`config.mk`:
```
export PLATFORM = sky130hd
export DESIGN_NAME = fd_pipe_reg_flat
export DESIGN_NICKNAME = d
export VERILOG_FILES = /design/src/rtl/fd_pipe_reg_pkg.sv /design/src/rtl/fd_pipe_reg_if.sv /design/src/rtl/fd_pipe_reg_fetch_exc_check.sv /design/src/rtl/fd_pipe_reg.sv /design/src/flat_wrapper.sv
export SDC_FILE = /design/constraint.sdc
export NUM_CORES = 1
export LEC_CHECK = 0
export ABC_AREA = 1
export BUFFER_PORTS_ARGS = -buffer_cell sky130_fd_sc_hd__buf_4
export CORE_ASPECT_RATIO = 0.6
export CORE_MARGIN = 1
export CORE_UTILIZATION = 40
export CTS_BUF_LIST = sky130_fd_sc_hd__clkbuf_8 sky130_fd_sc_hd__clkbuf_16
export DETAILED_ROUTE_END_ITERATION = 12
export PLACE_DENSITY = 0.72
export SLEW_MARGIN = 10
export SYNTH_ARGS = -nofsm -noshare
export SYNTH_HDL_FRONTEND = slang
export SYNTH_SLANG_ARGS = --single-unit
export TNS_END_PERCENT = 10
```
`constraint.sdc`:
```
create_clock -name clk -period 3.3 [get_ports clk]
set_clock_uncertainty 0.1 [all_clocks]
set_input_delay 0.66 -clock clk [delete_from_list [all_inputs] [get_ports clk]]
set_output_delay 0.66 -clock clk [all_outputs]
set_load 0.02 [all_outputs]
```
`src/rtl/fd_pipe_reg_pkg.sv`:
```
// Shared CPU definitions for the fetch/decode boundary: reset/handler PCs,
// the legal fetch window and exception codes.
package fd_pipe_reg_pkg;
  localparam logic [31:0] PC_INIT    = 32'h0000_3000;
  localparam logic [31:0] HANDLER_PC = 32'h0000_4180;
  localparam logic [31:0] PC_LO      = 32'h0000_3000;
  localparam logic [31:0] PC_HI      = 32'h0000_6ffc;

  localparam logic [4:0]  EXC_INT  = 5'd0;
  localparam logic [4:0]  EXC_ADEL = 5'd4;
  localparam logic [4:0]  EXC_RI   = 5'd10;
  localparam logic [4:0]  EXC_NONE = 5'd0;

  localparam logic [31:0] NOP = 32'h0000_0000;
endpackage

```
`src/rtl/fd_pipe_reg_if.sv`:
```
// F->D boundary bundle: the fetch side drives F_* and the control inputs,
// and the pipe register drives the D_* view seen by decode.
interface fd_pipe_reg_if;
  logic [31:0] F_PC;
  logic [31:0] F_Instr;
  logic        F_IsBD;
  logic        Stall;
  logic        Req;
  logic        D_Eret;
  logic [31:0] D_PC;
  logic [31:0] D_Instr;
  logic [4:0]  D_ExcCode;
  logic        D_IsBD;
  logic        D_Valid;

  modport master (
    output F_PC, F_Instr, F_IsBD, Stall, Req, D_Eret,
    input  D_PC, D_Instr, D_ExcCode, D_IsBD, D_Valid
  );

  modport slave (
    input  F_PC, F_Instr, F_IsBD, Stall, Req, D_Eret,
    output D_PC, D_Instr, D_ExcCode, D_IsBD, D_Valid
  );
endinterface

```
`src/rtl/fd_pipe_reg_fetch_exc_check.sv`:
```
// Combinational AdEL check: misaligned word address or outside [LO, HI].
// Also used for data-side load address range checks.
module fetch_exc_check
  import fd_pipe_reg_pkg::*;
#(
  parameter logic [31:0] LO = PC_LO,
  parameter logic [31:0] HI = PC_HI
) (
  input  logic [31:0] i_addr,
  output logic        o_fault,
  output logic [4:0]  o_exc_code
);
  logic w_misaligned;
  logic w_out_of_range;

  // Unsigned compares, so addresses near 32'hffff_fffc cannot wrap into range.
  assign w_misaligned   = (i_addr[1:0] != 2'b00);
  assign w_out_of_range = (i_addr < LO) || (i_addr > HI);
  assign o_fault        = w_misaligned || w_out_of_range;
  assign o_exc_code     = o_fault ? EXC_ADEL : EXC_NONE;
endmodule

```
`src/rtl/fd_pipe_reg.sv`:
```
// F->D pipeline register: fetch AdEL check, nop substitution, delay-slot flag,
// and reset > Req > Stall > D_Eret > load priority on every edge.
module fd_pipe_reg
  import fd_pipe_reg_pkg::*;
#(
  parameter logic [31:0] P_PC_INIT    = PC_INIT,
  parameter logic [31:0] P_PC_LO      = PC_LO,
  parameter logic [31:0] P_PC_HI      = PC_HI,
  parameter logic [31:0] P_HANDLER_PC = HANDLER_PC
) (
  input logic          clk,
  input logic          reset,
  fd_pipe_reg_if.slave bus
);
  logic        w_fault;
  logic [4:0]  w_exc_code;

  logic [31:0] r_pc_p1;
  logic [31:0] r_instr_p1;
  logic [4:0]  r_exc_code_p1;
  logic        r_is_bd_p1;
  logic        r_vld_p1;

  fetch_exc_check #(
    .LO (P_PC_LO),
    .HI (P_PC_HI)
  ) u_fetch_exc_check (
    .i_addr     (bus.F_PC),
    .o_fault    (w_fault),
    .o_exc_code (w_exc_code)
  );

  // F -> D stage boundary
  always_ff @(posedge clk) begin
    if (reset) begin
      r_pc_p1       <= P_PC_INIT;
      r_instr_p1    <= NOP;
      r_exc_code_p1 <= EXC_NONE;
      r_is_bd_p1    <= 1'b0;
      r_vld_p1      <= 1'b0;
    end else if (bus.Req) begin
      // Exception entry flushes D even under a stall.
      r_pc_p1       <= P_HANDLER_PC;
      r_instr_p1    <= NOP;
      r_exc_code_p1 <= EXC_NONE;
      r_is_bd_p1    <= 1'b0;
      r_vld_p1      <= 1'b0;
    end else if (bus.Stall) begin
      r_pc_p1       <= r_pc_p1;
      r_instr_p1    <= r_instr_p1;
      r_exc_code_p1 <= r_exc_code_p1;
      r_is_bd_p1    <= r_is_bd_p1;
      r_vld_p1      <= r_vld_p1;
    end else if (bus.D_Eret) begin
      // Kill the successor of eret but keep its PC for the macro PC view.
      r_pc_p1       <= bus.F_PC;
      r_instr_p1    <= NOP;
      r_exc_code_p1 <= EXC_NONE;
      r_is_bd_p1    <= 1'b0;
      r_vld_p1      <= 1'b0;
    end else begin
      r_pc_p1       <= bus.F_PC;
      r_instr_p1    <= w_fault ? NOP : bus.F_Instr;
      r_exc_code_p1 <= w_exc_code;
      r_is_bd_p1    <= bus.F_IsBD;
      r_vld_p1      <= 1'b1;
    end
  end

  assign bus.D_PC      = r_pc_p1;
  assign bus.D_Instr   = r_instr_p1;
  assign bus.D_ExcCode = r_exc_code_p1;
  assign bus.D_IsBD    = r_is_bd_p1;
  assign bus.D_Valid   = r_vld_p1;
endmodule
```
`src/flat_wrapper.sv`:
```
// flat-port wrapper written by rule: the top's interface ports become plain ports
module fd_pipe_reg_flat import fd_pipe_reg_pkg::*;
#(
  parameter logic [31:0] P_PC_INIT    = PC_INIT,
  parameter logic [31:0] P_PC_LO      = PC_LO,
  parameter logic [31:0] P_PC_HI      = PC_HI,
  parameter logic [31:0] P_HANDLER_PC = HANDLER_PC
)
  (clk, reset, bus_F_PC, bus_F_Instr, bus_F_IsBD, bus_Stall, bus_Req, bus_D_Eret, bus_D_PC, bus_D_Instr, bus_D_ExcCode, bus_D_IsBD, bus_D_Valid);
  fd_pipe_reg_if bus_i ();
  input logic clk;
  input logic reset;
  input wire logic [$bits(bus_i.F_PC)-1:0] bus_F_PC;
  input wire logic [$bits(bus_i.F_Instr)-1:0] bus_F_Instr;
  input wire logic [$bits(bus_i.F_IsBD)-1:0] bus_F_IsBD;
  input wire logic [$bits(bus_i.Stall)-1:0] bus_Stall;
  input wire logic [$bits(bus_i.Req)-1:0] bus_Req;
  input wire logic [$bits(bus_i.D_Eret)-1:0] bus_D_Eret;
  output wire logic [$bits(bus_i.D_PC)-1:0] bus_D_PC;
  output wire logic [$bits(bus_i.D_Instr)-1:0] bus_D_Instr;
  output wire logic [$bits(bus_i.D_ExcCode)-1:0] bus_D_ExcCode;
  output wire logic [$bits(bus_i.D_IsBD)-1:0] bus_D_IsBD;
  output wire logic [$bits(bus_i.D_Valid)-1:0] bus_D_Valid;
  assign bus_i.F_PC = bus_F_PC;
  assign bus_i.F_Instr = bus_F_Instr;
  assign bus_i.F_IsBD = bus_F_IsBD;
  assign bus_i.Stall = bus_Stall;
  assign bus_i.Req = bus_Req;
  assign bus_i.D_Eret = bus_D_Eret;
  assign bus_D_PC = bus_i.D_PC;
  assign bus_D_Instr = bus_i.D_Instr;
  assign bus_D_ExcCode = bus_i.D_ExcCode;
  assign bus_D_IsBD = bus_i.D_IsBD;
  assign bus_D_Valid = bus_i.D_Valid;
  fd_pipe_reg #(.P_PC_INIT(P_PC_INIT), .P_PC_LO(P_PC_LO), .P_PC_HI(P_PC_HI), .P_HANDLER_PC(P_HANDLER_PC)) u_core (.clk(clk), .reset(reset), .bus(bus_i));
endmodule
```
==> impl_metrics.ini <==
[synthesis]
syn_area_sq_mm = 0.00279
ys_seq_area_share_pct = 48.1
synth_common_cells = 131 x nand2_1, 67 x dfxtp_1, 51 x a21oi_1
synth_warnings = 0
ys_types = 22
ys_ff_latch = 67
synth_edf_count = 0
yosysMostFrequentCell = nand2_1
synth_top_area_share_pct = 48.1
yosysTopAreaCell = dfxtp_1
synthTopCellsByArea = dfxtp_1 48%, nand2_1 18%, a21oi_1 9.1%, nor2_1 5.8%, inv_1 5.1%
synthArstFlopShare_pct = 0
avgSynthCellArea_sq_um = 7.12
syn_inst = 392
ys.flop_type = dfxtp_1

[cells_and_area]
area_growth_pct = 49.5
layout-drive-gt1-share_pct = 34.5
diodes = 0
fin_cells = 611
utilization_pct = 62.2
multiInputGateArea_sq_mm = 0.00117
nFillCells = 630
regArea_sq_mm = 0.00134
num-nets-final = 589

[setup_path]
reg2reg_slack_ns = 2.44
cp.buffers_inverters = 1
crit_end = u_core.bus.D_Instr[2]
worst-path-max-fanout = 32
crit_cells = 6
r2r.worst_path.cells = 4
worstPathArrival_ns = 2.12
start_kind = primary input
required_ns = 3.44
cpLargestDelayFamily = simple AND/OR/NAND/NOR gates
crit_type = in -> reg
crit_start = bus_F_PC[28]
cp_slowest_cell = nor2_4
crit_chain = buf_4, nor3_2, nand3_2, nor2_4, nand2_1, a21oi_2
r2r_start = u_core.bus.D_PC[14]
cpPeakStageDelay_ns = 0.65
endpoint_kind = flip-flop
r2r_end = u_core.bus.D_PC[14]

[route]
met3_length_microns = 628
drc = 2
post_drt_wl_per_cell_microns = 12.1
drtIter0Drc = 143
dr_wl_met2_mm = 3.14
via_per_inst = 4.51
top_layer = met4
wl_met1_mm = 3.55
postRouteAntennaNets = 0
wirelength_mm = 7.39
drt-pass1-iter-count = 8
vias = 2753

[clock_tree]
cts_tree = yes
cts.sinks = 67
cts_setup_buffers = 0
cts_buffers = 9
worst_skew_pair.late_latency_ns = 0.31
cts-root-buf = clkbuf_16
clockBufferDepth = 2
cts_resized = 0
clk_pin_slew_worst_paths_ns = 0.05
cts_hold_buf = 0
cts-htree-levels = 3

[power_and_ir_drop]
p_per_area_mw_per_mm2 = 520
swShare_pct = 20.8
peakVddDrop_uv = 320
p_seq_share_pct = 38.5
leakage_uw = 0.00194
power.switching_uw = 451
p_comb_share_pct = 9.6
clkPwrFrac_pct = 52.0
p_int_uw = 1720

[global_routing]
overflow = 0
grt_pass1_vias = 2364
grt_antenna_before_repair = 0
grt_pass1_wl_mm = 11.5
grt_use_total_pct = 20.7
grt_max_degree = 52

[sta]
max_freq_mhz = 507
slew_headroom_pct = 47.8
rsz0062_at_grt = false
fin_crit_ns = 1.97
fin_setup_tns_ns = 0
whs_ns = 0.362
final-setup-viol-count = 0
drv_slew = 0
worst-slew-pin-transition_ns = 0.781
period_share_pct = 59.8
worst_slack_ns = 1.33
final-hold-violation-count = 0

[placement]
place_ws_ns = 0.998
gp_congestion = 0.775
place_hpwl_mm = 5.18
port_buffers = 136
dpl.cell_count = 595

[outcome]
violations = design-rule violations
status = complete, but fails checks

[floorplan]
io_pins = 141
dieArea_sq_mm = 0.00732
die_h_microns = 66.7
start_util_pct = 41.6
die_x_microns = 110
fp.coreArea_sq_mm = 0.00671
rows = 23

[hold_path]
holdCritPathClass = reg -> reg

[flow_run]
cap_violations = 0
-- how the worst min path moves through the flow --
stage	startpoint	to	slack, ns	depth (start not counted)
CTS	u_core.bus.D_Instr[27]	u_core.bus.D_Instr[27]	0.36	2
detailed placement	u_core.bus.D_Instr[27]	u_core.bus.D_Instr[27]	0.35	2
global placement	u_core.bus.D_Instr[27]	u_core.bus.D_Instr[27]	0.35	2
global route	u_core.bus.D_Instr[27]	u_core.bus.D_Instr[27]	0.37	2
floorplan	u_core.bus.D_Instr[27]	u_core.bus.D_Instr[27]	0.43	2
finish	u_core.bus.D_Instr[27]	u_core.bus.D_Instr[27]	0.36	2
-- registers in the layout (all words and copies together), names as in the netlist --
signal	flops
u_core.bus.D_Valid	1
u_core.bus.D_Instr	32
u_core.bus.D_ExcCode	1
u_core.bus.D_IsBD	1
u_core.bus.D_PC	32
-- area by class of cell --
cell class / instances / share of cell area [%]
sequential: 67 / 32.2
multi-input combinational: 262 / 28.0
clock inverter: 4 / 2.28
timing repair buffer: 139 / 25.0
inverter: 40 / 3.60
clock buffer: 12 / 6.39
tap: 87 / 2.61
-- worst reg2reg max path, delay by kind of cell (launching register included) --
| family | cells | cell delay [ns] |
|---|---|---|
| AO/OA/AOI/OAI | 2 | 0.21 |
| buffers and inverters | 1 | 0.05 |
| flip-flops | 1 | 0.31 |
| AND/OR/NAND/NOR | 1 | 0.09 |
-- metal layers --
layer	up-vias	GRT usage, %
met5	-	0
met2	117	30.4
met1	1185	28.3
met4	0	8.00
li1	1445	-
met3	6	5.97
-- through the flow --
| stage | cell area [sq um] | power (uW) |
|---|---|---|
| after floorplan | 2800 | 953 |
| after global placement | 3810 | 1060 |
| after detailed placement | 3810 | 1060 |
| after CTS | 4170 | 2190 |
| after global routing | 4170 | 2250 |
| final | 4170 | 2170 |
-- cells in the final DEF (no fill, tap or decap), types with 3 or more instances in the layout --
cell / Yosys / routed
clkbuf_8: 0 / 3
nand3_1: 7 / 7
nand2_2: 7 / 8
buf_4: 4 / 139
nand2_1: 131 / 130
a21oi_1: 51 / 51
clkbuf_16: 0 / 9
nor2_1: 43 / 43
inv_1: 38 / 38
dfxtp_1: 67 / 67
a21oi_2: 12 / 12
bufinv_16: 0 / 3
conb_1: 1 / 4
-- power groups by stage --
| stage | Combinational [uW] | Clock [uW] | Sequential, uW |
|---|---|---|---|
| after floorplan | 82.9 | 0 | 870 |
| after global placement | 207 | 0 | 851 |
| after detailed placement | 208 | 0 | 851 |
| after CTS | 208 | 1150 | 834 |
| after global routing | 228 | 1190 | 835 |
| final | 207 | 1130 | 834 |
-- kinds of logic after synthesis --
kind of cell / after synthesis / synth area share, %
simple gates: 193 / 27.8
flops: 67 / 48.1
buf+inv: 66 / 10.6
compound gates: 65 / 13.4
other cells: 1 / 0.134
No activity file was read; power rests on OpenSTA's default activity.
